## src/rtl/point_list_loader.sv

```systemverilog
// point_list_loader: parses ASCII "X,Y\n" records from a byte stream and writes each pair to the coordinate memories
// Ports: clk, rst (async, active-high); start (session level); in_valid/in_data/in_last/in_ready (byte stream);
//        wr_en/wr_addr/wr_x/wr_y (memory write port); count (records written); done/error (session status)
module point_list_loader #(
  parameter int NUM_ELEMENTS = 496,
  parameter int DATA_WIDTH = 64,
  parameter int ADDR_WIDTH = 16
) (
  input  logic                  clk,
  input  logic                  rst,
  input  logic                  start,
  input  logic                  in_valid,
  input  logic [7:0]            in_data,
  input  logic                  in_last,
  output logic                  in_ready,
  output logic                  wr_en,
  output logic [ADDR_WIDTH-1:0] wr_addr,
  output logic [DATA_WIDTH-1:0] wr_x,
  output logic [DATA_WIDTH-1:0] wr_y,
  output logic [ADDR_WIDTH-1:0] count,
  output logic                  done,
  output logic                  error
);
  typedef enum logic [2:0] {IDLE, PARSE_X, PARSE_Y, FINISH, DONE, ERR} state_t;
  state_t state, state_n;
  logic [DATA_WIDTH-1:0] acc_x, acc_y, acc, acc_n;
  logic [7:0] d;
  logic seen_x, seen_y, py, fire, digit, skip, full, clr, upd, commit;
  assign in_ready = state == PARSE_X || state == PARSE_Y;
  assign done = state == DONE;
  assign error = state == ERR;
  assign fire = in_valid && in_ready;
  assign py = state == PARSE_Y;
  assign d = in_data - 8'h30;
  assign digit = in_data >= 8'h30 && in_data <= 8'h39;
  // CR, space, and a newline on an empty X field (blank line) are all no-ops
  assign skip = in_data == 8'h0D || in_data == 8'h20 || (in_data == 8'h0A && !py && !seen_x);
  assign full = count == ADDR_WIDTH'(NUM_ELEMENTS);
  assign acc = py ? acc_y : acc_x;
  assign acc_n = (acc << 3) + (acc << 1) + DATA_WIDTH'(d);
  always_ff @(posedge clk or posedge rst)
    if (rst) state <= IDLE;
    else state <= state_n;
  always_comb begin
    state_n = state;
    clr = 1'b0;
    upd = 1'b0;
    commit = 1'b0;
    case (state)
      IDLE: if (start) begin
        state_n = PARSE_X;
        clr = 1'b1;
      end
      PARSE_X, PARSE_Y: if (fire) begin
        if (digit) upd = 1'b1;
        else if (in_data == 8'h2C && !py && seen_x) state_n = PARSE_Y;
        else if (in_data == 8'h0A && py && seen_y) begin
          commit = 1'b1;
          state_n = PARSE_X;
        end
        else if (!skip) state_n = ERR;
        // end of stream: a complete Y field without its newline still counts as a record
        if (in_last && state_n != ERR) begin
          if (!commit && py && (seen_y || digit)) commit = 1'b1;
          state_n = (commit || (!py && !seen_x && !digit)) ? FINISH : ERR;
        end
        if (commit && full) begin
          commit = 1'b0;
          state_n = ERR;
        end
      end
      FINISH: state_n = DONE;
      DONE, ERR: if (!start) state_n = IDLE;
      default: state_n = IDLE;
    endcase
  end
  always_ff @(posedge clk or posedge rst)
    if (rst) begin
      wr_en <= 1'b0;
      wr_addr <= '0;
      wr_x <= '0;
      wr_y <= '0;
      count <= '0;
      acc_x <= '0;
      acc_y <= '0;
      seen_x <= 1'b0;
      seen_y <= 1'b0;
    end else begin
      wr_en <= commit;
      if (clr) begin
        count <= '0;
        acc_x <= '0;
        acc_y <= '0;
        seen_x <= 1'b0;
        seen_y <= 1'b0;
      end
      if (upd && py) begin
        acc_y <= acc_n;
        seen_y <= 1'b1;
      end
      if (upd && !py) begin
        acc_x <= acc_n;
        seen_x <= 1'b1;
      end
      // an implicit commit on a final digit must include that digit
      if (commit) begin
        wr_addr <= count;
        wr_x <= acc_x;
        wr_y <= digit ? acc_n : acc_y;
        count <= count + ADDR_WIDTH'(1);
        acc_x <= '0;
        acc_y <= '0;
        seen_x <= 1'b0;
        seen_y <= 1'b0;
      end
    end
endmodule
```

## config.mk

```make
export PLATFORM = sky130hd
export DESIGN_NAME = point_list_loader
export DESIGN_NICKNAME = d
export VERILOG_FILES = /design/src/rtl/point_list_loader.sv
export SDC_FILE = /design/constraint.sdc
export NUM_CORES = 1
export LEC_CHECK = 0
export ABC_CLOCK_PERIOD_IN_PS = 28300
export CORE_ASPECT_RATIO = 0.5
export CORE_MARGIN = 2
export CORE_UTILIZATION = 50
export CTS_BUF_LIST = sky130_fd_sc_hd__clkbuf_4 sky130_fd_sc_hd__clkbuf_8 sky130_fd_sc_hd__clkbuf_16
export CTS_CLUSTER_DIAMETER = 150
export DETAILED_ROUTE_END_ITERATION = 7
export PLACE_DENSITY = 0.75
export SETUP_SLACK_MARGIN = 0.15
export SLEW_MARGIN = 10
export SYNTH_ARGS = -nofsm -noshare
export SYNTH_HDL_FRONTEND = slang
export SYNTH_SLANG_ARGS = --single-unit
```

## constraint.sdc

```tcl
create_clock -name clk -period 28.3 [get_ports clk]
set_clock_uncertainty 0.2 [all_clocks]
set_input_delay 8.49 -clock clk [delete_from_list [all_inputs] [get_ports clk]]
set_output_delay 8.49 -clock clk [all_outputs]
set_load 0.1 [all_outputs]
```

Word-level counts from Yosys, hierarchy flattened. Cells that the tools add are included. Widths: inputs -> output; s select.

$add $sub $neg: 4. Order comparisons: 2. Equality and inequality tests: 14. Mux-type cells: 47. Reductions and logical operators: 32.

Operator list (count): $mux 64 (6); $add 64x64->64 (1); $add 64x8->64 (1); $mux 63 (1); $mux 3 (12); $mux 16 (2); $mux 1 (25); $add 16x1->16 const B (1); $eq 16x9->1 const B (1); $eq 8x4->1 const B (2); $eq 8x6->1 const B (2); $logic_and 1x1->1 (16); $pmux 3 s4 (1); $ge 8x6->1 const B (1); $le 8x6->1 const B (1); $sub 8x6->8 const B (1); $eq 3x2->1 const B (2); $eq 3x3->1 const B (2); $ne 2x2->1 const B (3); $reduce_bool 3->1 (2); $logic_or 1x1->1 (5); $logic_not 1->1 (4); $reduce_or 2->1 (2); $eq 3x1->1 const B (1); 4 further kinds (4).

Bits in registers: 294. Bits of input ports: 13. Output and inout bits: 164. Logic and storage cells: 109.

Logic depth before layout (Yosys ltp). Gate-level depths: netlist (run 1).

Depth in word-level cells: 24. Gate-level depth with buffers: 21. Gate-level depth less buffers: 18.

Worst setup path before layout (run 1). No wires, ideal clock.

Kind: input to register. Start point: input port in_data[3]. End point: register acc_x[51]. Setup time: 0.130 ns. Arrival time: 11.464 ns. Required time: 27.970 ns. Slack: 16.506 ns. Stages: 14. Path buffers: 0. Cells stage by stage: inv_1 -> fa_1 -> inv_1 -> ha_1 -> a21o_1 -> and4_1 -> o311a_1 -> o211ai_1 -> a31oi_1 -> a2111o_1 -> a31oi_1 -> o21ai_1 -> xnor2_1 -> o21ai_0.

Word-level cells in the longest chain between the ends: 23. Elaborated cells on any way between the ends: 52. Those cells by class: add/sub: 2; order compare: 2; eq/ne: 5; mux: 26; reduce/logical: 17.

Ends and longest elaborated chain: from (decl) (line 13) `input logic [7:0] in_data,`; $eq 8x4->1 (line 37, 57); $logic_and 1x1->1 (2 in series) (line 57) `else if (in_data == 8'h0A && py && seen_y) begin`; $mux 1 (line 57); $mux 1 (line 56) `else if (in_data == 8'h2C && !py && seen_x) state_n = PARSE_Y;`; $mux 1 (line 55) `if (digit) upd = 1'b1;`; $mux 1 (line 54) `PARSE_X, PARSE_Y: if (fire) begin`; $mux 1 (line 49) `case (state)`; $logic_not 1->1 (line 64) `if (!commit && py && (seen_y || digit)) commit = 1'b1;`; [... 6 more ...]; $mux 1 (line 63) `if (in_last && state_n != ERR) begin`; $mux 1 (line 54); $mux 1 (line 49); $logic_and 1x1->1 (line 67) `if (commit && full) begin`; $mux 1 (line 67); $mux 1 (line 54); $mux 1 (line 49); $reduce_bool 3->1 (no line) / $mux 64 (equally long branches); to (signal assigned) (line 102) `acc_x <= acc_n;`; to (decl) (line 26) `logic [DATA_WIDTH-1:0] acc_x, acc_y, acc, acc_n;`.

Several ways; a longest one is shown, not always the timed one. The select of a mux whose other input is x is not followed. A chain may end at the register's enable or synchronous reset.

Final worst setup path (run 1).
Start point: input port in_data[2]. End point: register acc_y[8].

Word-level cells in the longest chain between the ends: 23. Elaborated cells on any way between the ends: 52. Those cells by class: add/sub: 2; order compare: 2; eq/ne: 5; mux: 26; reduce/logical: 17.

Ends and longest elaborated chain: $eq 8x4->1 (line 37, 57); $logic_and 1x1->1 (2 in series) (line 57); $mux 1 (line 57); $mux 1 (line 56); $mux 1 (line 55); $mux 1 (line 54); $mux 1 (line 49); $logic_not 1->1 (line 64); [... 6 more ...]; $mux 1 (line 63); $mux 1 (line 54); $mux 1 (line 49); $logic_and 1x1->1 (line 67); $mux 1 (line 67); $mux 1 (line 54); $mux 1 (line 49); $reduce_bool 3->1 (no line) / $mux 64 (equally long branches); to (signal assigned) (line 98) `acc_y <= acc_n;`; to (decl) (line 26).

Several ways; a longest one is shown, not always the timed one. The select of a mux whose other input is x is not followed.

==> results of run 1 <==
## cell usage after synthesis, drive strengths merged (13+ instances only)
library cell	instances
nand2	669
dfrtp	294
ha	127
o21ai	124
nor2	104
a21oi	96
clkbuf	70
a22o	69
nand3	62
a31oi	54
buf	53
inv	36
xnor2	36
a21o	34
xor2	31
and3	23
nand4	21
nor3	14
o21bai	13
## worst paths after layout
| path | from | end | slack [ps] | depth (start not counted) |
|---|---|---|---|---|
| worst max-delay path | in_data[2] | acc_y[8] | 14440 | 14 |
| worst min-delay path | wr_x[22] | wr_x[22] | 270 | 2 |
| worst max register to register | state[0] | wr_y[56] | 22240 | 13 |
| worst min register to register | wr_x[22] | wr_x[22] | 270 | 2 |
| max in group asynchronous | rst | acc_y[11] | 17480 | 4 |
| min in group asynchronous | rst | wr_en | 8230 | 2 |
## kinds of logic after synthesis
family	after synthesis	share of synthesized area
simple gates	939	0.227
compound gates	457	0.175
flops	294	0.426
buf+inv	159	0.0381
fa+ha+maj	129	0.0944
xor+xnor	67	0.0340
mux	10	0.00580
## layout make-up
type,instances,area [um^2]
fillers,3010,14000
clock buffers,40,833
flip-flops and latches,294,7360
clock inverters,11,113
repair buffers,193,1890
well taps,450,563
inverters,36,148
multi-input cells,1602,9280
## tightest hold or removal path: stages, from the launching register on
cell     delay [ps]
dfrtp_1         340
nand2_1          50
nand2_1          50
## state kept, by name, indices dropped and copies added, names as in the netlist
signal	cells
acc_x	64
state	3
acc_y	64
seen_y	1
wr_x	64
wr_addr	16
wr_en	1
count	16
wr_y	64
seen_x	1
## power by group through the flow
stage               Sequential (mW)  Combinational, mW  Clock, mW
finish                        0.429              0.103      0.391
global route                  0.430              0.111      0.412
CTS                           0.429              0.101      0.396
detailed placement            0.437              0.101          0
global placement              0.437              0.100          0
floorplan                     0.433             0.0742          0
## through the flow
step	area [um^2]	hold WS, ps
after global placement	19200	259
after global routing	20200	291
after CTS	20200	278
after floorplan	17300	239
after detailed placement	19200	262
final	20200	273
## layer usage
metal / vias to the layer above / share of wire
li1: 7300 / -
met1: 7398 / 0.47
met2: 469 / 0.45
met3: 61 / 0.064
met4: 0 / 0.017
met5: - / 0
## cell usage in the layout, fill, tap and decap left out, types with 36 or more instances in the layout
master           instances
ha_1                   127
dfrtp_1                294
clkdlybuf4s50_1        176
a31oi_1                 52
a22o_1                  69
nand3_1                 61
nor2_1                 102
xnor2_1                 36
o21ai_0                115
a21oi_1                 95
nand2_1                666
==> run metrics, run 1 <==
status=finished clean; H-tree depth=1; vias=between 15000 and 20000; switching power=253 uW; slack of the critical path=between 10000 and 15000 ps; port bufs=176; post-cts sizing count=0; unrepaired setup endpoints after global routing=no; DRC violations left=0; Mapped Cells=roughly 2100; Max Buffers Root-to-Sink=3; Pint=670 uW; drt wl/cell=between 15 and 20 um; Least-Margin Pin Slew=1180 ps; CP Capture Type=register; Final Critical Period=about 14000 ps; setup TNS=0 ps; sequential element share of the synthesized area=0.426; number of diodes=0; M1 GR Usage=0.402; Die X-Extent=roughly 270 um; Power Dens Cells=45.8 mW/mm^2; global-route wire length before repair=around 78 mm; initial antenna violation count=0; max frequency=just over 70 MHz; CP max FO=80; final setup vio count=0; Cell Rows=48; Pleak=approximately 10 nW; Syn-to-layout area delta=16.9%; Clock Tree Root=clkbuf_16; dpl hpwl=~32 mm; Sink Count=294; GR peak layer=met2; largest cells by area after synthesis=dfrtp_1 (43%), nand2_1 (14%), ha_1 (9.2%); Setup Buffers After CTS=0; Final Hold Viols=0; vias per cell=about 5.8; Core Box Area=between 0.03 and 0.04 mm^2; Layout Cells excl Fill=2626; pre-CTS WS=14000 ps; Bufs and invs on worst path=5; GR Util All Layers=0.265; first drt pass iteration count=5; max-slew violations=0; CTS tree=built; CP Class=in -> reg; library cells used by synthesis=between 70 and 80; post-layout util=0.590; ys flop type=dfrtp_1; worst-path cell chain=clkdlybuf4s50_1, o21ai_0, nand3_2, buf_4, o311ai_1, a21oi_1, o21ai_2, nand4_4, buf_4, nand2_1, buf_4, nor2_4, buf_4, a22o_1; total chip power=roughly 920 uW; clk slew on worst S/H paths=60 ps; Chip Height=between 100 and 150 um; top cell type by total area after synthesis=dfrtp_1; Initial DRC Count=1341; power share of the combinational group=0.112; Critical Path Source Type=primary input; layout cells sized above 1=0.0455; Required @ worst endpoint=28580 ps; syn_nets=approximately 2200; Post-CTS Hold Fix Bufs=0; EDFF count, synth=0; FF+latch count, synth=between 200 and 300; number of global-route vias before repair=~14000; clk_lat worst skew=between 500 and 600 ps; Max VDD drop=around 0.034 mV; fraction of registers with async set/reset=1.00; sequential share of power=0.465; nets=approximately 2300; total CTS buffers=29; drt total wl=~48 mm; grt total ovfl=0; Antenna Nets Post-Route=0; met2 Usage GRT=0.409; Initial Util=0.504; final period utilization=0.490; Max-cap violations=0; critical path's most frequent cell=buf_4; Clk network pwr share=0.424; Sw Ratio=0.274; Post-Syn Area=between 0.015 and 0.02 mm^2; top cell type's share of synthesized area=0.426; CP arrival=14140 ps; Avg Inst Size Synth=approximately 8.4 um^2; CP top delay family=buffers and inverters; IO Pins=between 150 and 200; total die area=about 0.036 mm^2; critical path's largest stage delay=around 800 ps; placer congestion estimate=around 0.9; Hold WC Path Type=reg -> reg; Ys Warns=0; Post-Place Cells=2575; global routing usage on met3=0.0318; highest-delay cell along the critical path=buf_4; largest net degree at the start of global routing=~130; Slew HR=0.209
Note: power is estimated with default switching activity, not from simulation.
==> run 2: changes to the inputs <==
--- a/config.mk
+++ b/config.mk
@@ -5,14 +5,14 @@
 export SDC_FILE = /design/constraint.sdc
 export NUM_CORES = 1
 export LEC_CHECK = 0
-export ABC_CLOCK_PERIOD_IN_PS = 28300
+export ABC_CLOCK_PERIOD_IN_PS = 11100
 export CORE_ASPECT_RATIO = 0.5
 export CORE_MARGIN = 2
 export CORE_UTILIZATION = 50
 export CTS_BUF_LIST = sky130_fd_sc_hd__clkbuf_4 sky130_fd_sc_hd__clkbuf_8 sky130_fd_sc_hd__clkbuf_16
 export CTS_CLUSTER_DIAMETER = 150
 export DETAILED_ROUTE_END_ITERATION = 7
-export PLACE_DENSITY = 0.75
+export PLACE_DENSITY = 0.77
 export SETUP_SLACK_MARGIN = 0.15
 export SLEW_MARGIN = 10
 export SYNTH_ARGS = -nofsm -noshare
==> constraint.sdc (replaced) <==
create_clock -name clk -period 11.1 [get_ports clk]
set_clock_uncertainty 0.2 [all_clocks]
set_input_delay 3.33 -clock clk [delete_from_list [all_inputs] [get_ports clk]]
set_output_delay 3.33 -clock clk [all_outputs]
set_load 0.1 [all_outputs]
==> run metrics, run 2 (same netlist as run 1, synthesis figures left out) <==
Critical Path Source Type=primary input; post-cts sizing count=0 (unchanged); Syn-to-layout area delta=17.2%; grt total ovfl=0 (unchanged); Sw Ratio=0.277 (+0.00304); CP Capture Type=register; Power Dens Cells=118 mW/mm^2 (+160%); number of diodes=0 (unchanged); Final Cell Area=0.0202 mm^2 (+0.18%); drt total wl=47.6 mm (-0.29%); CP Class=in -> reg; DRC violations left=0 (unchanged); Clk network pwr share=0.429 (+0.005); power share of the combinational group=0.110 (-0.002); dpl hpwl=31.7 mm (-1.1%); highest-delay cell along the critical path=nand2_1; port bufs=176 (unchanged); nets=2298 (unchanged); total chip power=2.38 mW (+160%); final setup vio count=0 (unchanged); Required @ worst endpoint=11410 ps (-17170 ps); Cell Rows=48 (unchanged); most frequent cells in the layout=nand2_1 (666), dfrtp_1 (294), clkdlybuf4s50_1 (176); Min Hold Slack=273 ps (-0.312 ps); # fillers=2964 (-1.5%); unrepaired setup endpoints after global routing=no; Die X-Extent=267 um (unchanged); Setup Buffers After CTS=0 (unchanged); Clock Tree Root=clkbuf_16; max-slew violations=0 (unchanged); setup TNS=0 ps (unchanged); total CTS buffers=29 (unchanged); area occupied by registers=0.00736 mm^2 (unchanged); H-tree depth=1 (unchanged); vias=15270 (+0.28%); Max VDD drop=0.0810 mV (+140%); total die area=0.0361 mm^2 (unchanged); CTS tree=built; first drt pass iteration count=6 (+1); Final Critical Period=7880 ps; Antenna Nets Post-Route=0 (unchanged); layout cells sized above 1=0.0464 (+0.000876); Sink Count=294 (unchanged); Multi-input gate area=0.00928 mm^2 (unchanged); Hold WC Path Type=reg -> reg; vias per cell=5.81 (+0.20%); initial antenna violation count=0 (unchanged); Pint=1.72 mW (+160%); Pleak=10.2 nW (about the same); CP top delay family=buffers and inverters; Max-cap violations=0 (unchanged); Least-Margin Pin Slew=1080 ps (-108 ps); status=finished clean; max frequency=127 MHz; drt wl/cell=18.1 um (-0.36%); sequential share of power=0.461 (-0.004); final period utilization=0.710; Initial DRC Count=1425 (+6.3%); placer congestion estimate=0.937 (+2.2%); CP max FO=60 (-25%); Max Buffers Root-to-Sink=3 (unchanged); Post-CTS Hold Fix Bufs=0 (unchanged); dpl cell area=0.0192 mm^2 (about the same); CP arrival=8190 ps (-5950 ps); clk_lat worst skew=580 ps (about the same); most common cell after layout, fill and taps aside=nand2_1; largest net degree at the start of global routing=160 (+28%); Initial Util=0.504 (unchanged); number of global-route vias before repair=14443 (unchanged); worst-path cell chain=clkdlybuf4s50_1, inv_1, ha_1, and4_1, o21ai_0, o311ai_1, a21oi_1, o21ai_2, nand4_4, buf_4, nand2_1, nor2_4, buf_4, a22o_1; Final Hold Viols=0 (unchanged); Core Box Area=0.0342 mm^2 (unchanged); Bufs and invs on worst path=4 (-1); GR Util All Layers=0.263 (-0.00215); critical path's most frequent cell=buf_4; Slew HR=0.281 (+0.0716); IO Pins=177 (unchanged); clk slew on worst S/H paths=70 ps (about the same); Chip Height=135 um (unchanged); switching power=659 uW (+160%); critical path's largest stage delay=800 ps (about the same); global-route wire length before repair=76.9 mm (-1.2%)
[run 2: routing by layer]
layer,wire (um),track usage,up-vias,part of all wire
met5,0,0,-,0
met2,21100,0.412,531,0.44
met1,21900,0.383,7364,0.46
li1,-,-,7291,-
met4,1020,0.0571,0,0.021
met3,3600,0.0447,84,0.076
[run 2: worst paths after layout]
path	from	endpoint	slack, ps	cells past startpoint
setup / recovery	in_data[4]	acc_y[22]	3220	14
hold / removal	wr_x[39]	wr_x[39]	270	2
setup reg to reg	state[0]	acc_x[60]	4920	16
hold reg to reg	wr_x[39]	wr_x[39]	270	2
max in group asynchronous	rst	wr_y[29]	6050	4
min in group asynchronous	rst	wr_x[62]	3170	3
[run 2: cell type report]
type,count,area share
clock inverters,13,0.00631
clock buffers,40,0.0418
inverters,36,0.00712
multi-input cells,1602,0.459
flip-flops and latches,294,0.364
well taps,450,0.0278
repair buffers,193,0.0941
[run 2: power by group through the flow]
stage / clock network (mW) / logic (mW) / registers [mW]
detailed placement: 0 / 0.256 / 1.11
CTS: 1.03 / 0.257 / 1.09
global placement: 0 / 0.253 / 1.11
floorplan: 0 / 0.189 / 1.10
global route: 1.07 / 0.281 / 1.10
finish: 1.02 / 0.262 / 1.09
[run 2: stage by stage]
stage          cells   util  worst slack [ps]
2_1_floorplan   2055      -              3670
3_5_place_dp    2575  0.562              2710
4_1_cts         2628  0.591              3300
5_1_grt         2628  0.591              2830
3_3_place_gp    2575  0.562              2870
6_report        2628  0.591              3220
[run 2: tightest hold or removal path, stage by stage (launching register included)]
cell     delay, ps
dfrtp_1        340
nand2_1         50
nand2_1         50
==> run 3: changes to the inputs <==
--- a/config.mk
+++ b/config.mk
@@ -5,14 +5,14 @@
 export SDC_FILE = /design/constraint.sdc
 export NUM_CORES = 1
 export LEC_CHECK = 0
-export ABC_CLOCK_PERIOD_IN_PS = 11100
+export ABC_CLOCK_PERIOD_IN_PS = 7900
 export CORE_ASPECT_RATIO = 0.5
 export CORE_MARGIN = 2
 export CORE_UTILIZATION = 50
 export CTS_BUF_LIST = sky130_fd_sc_hd__clkbuf_4 sky130_fd_sc_hd__clkbuf_8 sky130_fd_sc_hd__clkbuf_16
 export CTS_CLUSTER_DIAMETER = 150
 export DETAILED_ROUTE_END_ITERATION = 7
-export PLACE_DENSITY = 0.77
+export PLACE_DENSITY = 0.75
 export SETUP_SLACK_MARGIN = 0.15
 export SLEW_MARGIN = 10
 export SYNTH_ARGS = -nofsm -noshare
==> constraint.sdc (replaced) <==
create_clock -name clk -period 7.9 [get_ports clk]
set_clock_uncertainty 0.2 [all_clocks]
set_input_delay 2.37 -clock clk [delete_from_list [all_inputs] [get_ports clk]]
set_output_delay 2.37 -clock clk [all_outputs]
set_load 0.1 [all_outputs]
==> run metrics, run 3 (same netlist as run 1, synthesis figures left out) <==
status=finished clean; nets=2304 (+0.26%); Clock Tree Root=clkbuf_16; # fillers=3095 (+4.4%); area occupied by registers=0.00736 mm^2 (unchanged); CTS tree=built; layout cells sized above 1=0.0477 (+0.00131); total CTS buffers=29 (unchanged); setup TNS=0 ps (unchanged); Core Box Area=0.0342 mm^2 (unchanged); Power Dens Cells=165 mW/mm^2 (+40%); number of global-route vias before repair=14612 (+1.2%); final period utilization=0.810; Sw Ratio=0.283 (+0.00600); max-slew violations=0 (unchanged); CP max FO=6 (-90%); Final Critical Period=about 6400 ps; power share of the combinational group=0.114 (+0.004); Final Cell Area=0.0203 mm^2 (+0.17%); initial antenna violation count=0 (unchanged); Slew HR=0.317 (+0.0369); IO Pins=177 (unchanged); Max-cap violations=0 (unchanged); most common cell after layout, fill and taps aside=nand2_1; CP Class=in -> reg; grt total ovfl=0 (unchanged); Chip Height=135 um (unchanged); Max Buffers Root-to-Sink=3 (unchanged); Clk network pwr share=0.425 (-0.004); port bufs=176 (unchanged); Post-CTS Hold Fix Bufs=0 (unchanged); post-cts sizing count=0 (unchanged); Setup Buffers After CTS=0 (unchanged); Cell Rows=48 (unchanged); total die area=0.0361 mm^2 (unchanged); Required @ worst endpoint=8120 ps (-3290 ps); Final Hold Viols=0 (unchanged); number of diodes=0 (unchanged); Sink Count=294 (unchanged); Antenna Nets Post-Route=0 (unchanged); clk_lat worst skew=570 ps (about the same); dpl hpwl=33.4 mm (+5.5%); CP Capture Type=register; global-route wire length before repair=79.7 mm (+3.7%); final setup vio count=0 (unchanged); DRC violations left=0 (unchanged); Pint=2.39 mW (+39%); drt total wl=49.1 mm (+3.3%); Syn-to-layout area delta=17.3%; GR Util All Layers=0.273 (+0.00981); drt wl/cell=18.7 um (+3.2%); pre-CTS WS=993 ps (-1720 ps); clk slew on worst S/H paths=70 ps (about the same); Least-Margin Pin Slew=1020 ps (-54.6 ps); Pleak=10.2 nW (+0.24%); dpl cell area=0.0193 mm^2 (+0.36%); H-tree depth=1 (unchanged); post-layout util=0.592 (+0.000987); placer congestion estimate=0.933 (-0.42%); max frequency=~160 MHz; total chip power=3.33 mW (+40%); Die X-Extent=267 um (unchanged); Multi-input gate area=0.00928 mm^2 (unchanged); sequential share of power=0.461 (about the same); unrepaired setup endpoints after global routing=no; CP arrival=6620 ps (-1570 ps); Max VDD drop=0.116 mV (+43%); first drt pass iteration count=6 (unchanged); largest net degree at the start of global routing=136 (-15%); most frequent cells in the layout=nand2_1 (666), dfrtp_1 (294), clkdlybuf4s50_1 (176); Critical Path Source Type=primary input; vias=15336 (+0.43%); Initial Util=0.504 (unchanged); Initial DRC Count=1459 (+2.4%); Hold WC Path Type=reg -> reg; slack of the critical path=1500 ps (-1720 ps); vias per cell=5.83 (+0.32%); switching power=944 uW (+43%)
run 3: cell count changes in the layout (fill, tap and decap cells not counted), sizes merged:
cell / change
clkinv: +1
clkbuf: -3
clkinvlp: -2
inv: +1
buf: +6
run 3: path summary, 6_finish.rpt:
kind / end / cells past startpoint / slack, ps / startpoint
max: acc_x[51] / 15 / 1500 / in_data[3]
min: wr_x[22] / 2 / 270 / wr_x[22]
max reg2reg: acc_x[51] / 15 / 2280 / state[0]
min reg2reg: wr_x[22] / 2 / 270 / wr_x[22]
max in group asynchronous: acc_y[22] / 3 / 4450 / rst
min in group asynchronous: wr_y[59] / 2 / 1900 / rst
run 3: critical path, stage by stage:
cell and delay (ps):
clkdlybuf4s50_1 570, inv_1 90, fa_1 610, inv_1 60, ha_1 280, a21o_1 190, and4_1 210, o311a_1 360
o211ai_1 320, a31oi_1 320, a2111o_1 460, a31oi_1 280, o21ai_1 130, xnor2_1 220, o21ai_0 130
run 3: layout make-up:
| class | count | share of cell area |
|---|---|---|
| Sequential cell | 294 | 0.363 |
| Multi-Input combinational cell | 1602 | 0.458 |
| Timing Repair Buffer | 199 | 0.0974 |
| Clock buffer | 37 | 0.0397 |
| Inverter | 36 | 0.00710 |
| Tap cell | 450 | 0.0278 |
| Clock inverter | 13 | 0.00655 |
run 3: stage by stage:
stage / hold slack [ps] / std cells
after CTS: 277 / 2631
after detailed placement: 261 / 2581
final: 269 / 2631
after global routing: 289 / 2631
after floorplan: 239 / 2055
after global placement: 258 / 2581
run 3: power groups by stage:
stage	combinational, mW	sequential, mW	clock, mW
floorplan	0.266	1.55	0
global placement	0.374	1.57	0
detailed placement	0.378	1.57	0
CTS	0.379	1.54	1.43
global route	0.407	1.54	1.49
finish	0.381	1.54	1.42
run 3: routing by layer:
layer  GRT usage  share of wire  vias up
met4      0.0449          0.013        0
met5           0              0        -
met1       0.413           0.48     7444
met2       0.419           0.44      552
li1            -              -     7292
met3      0.0407          0.068       48
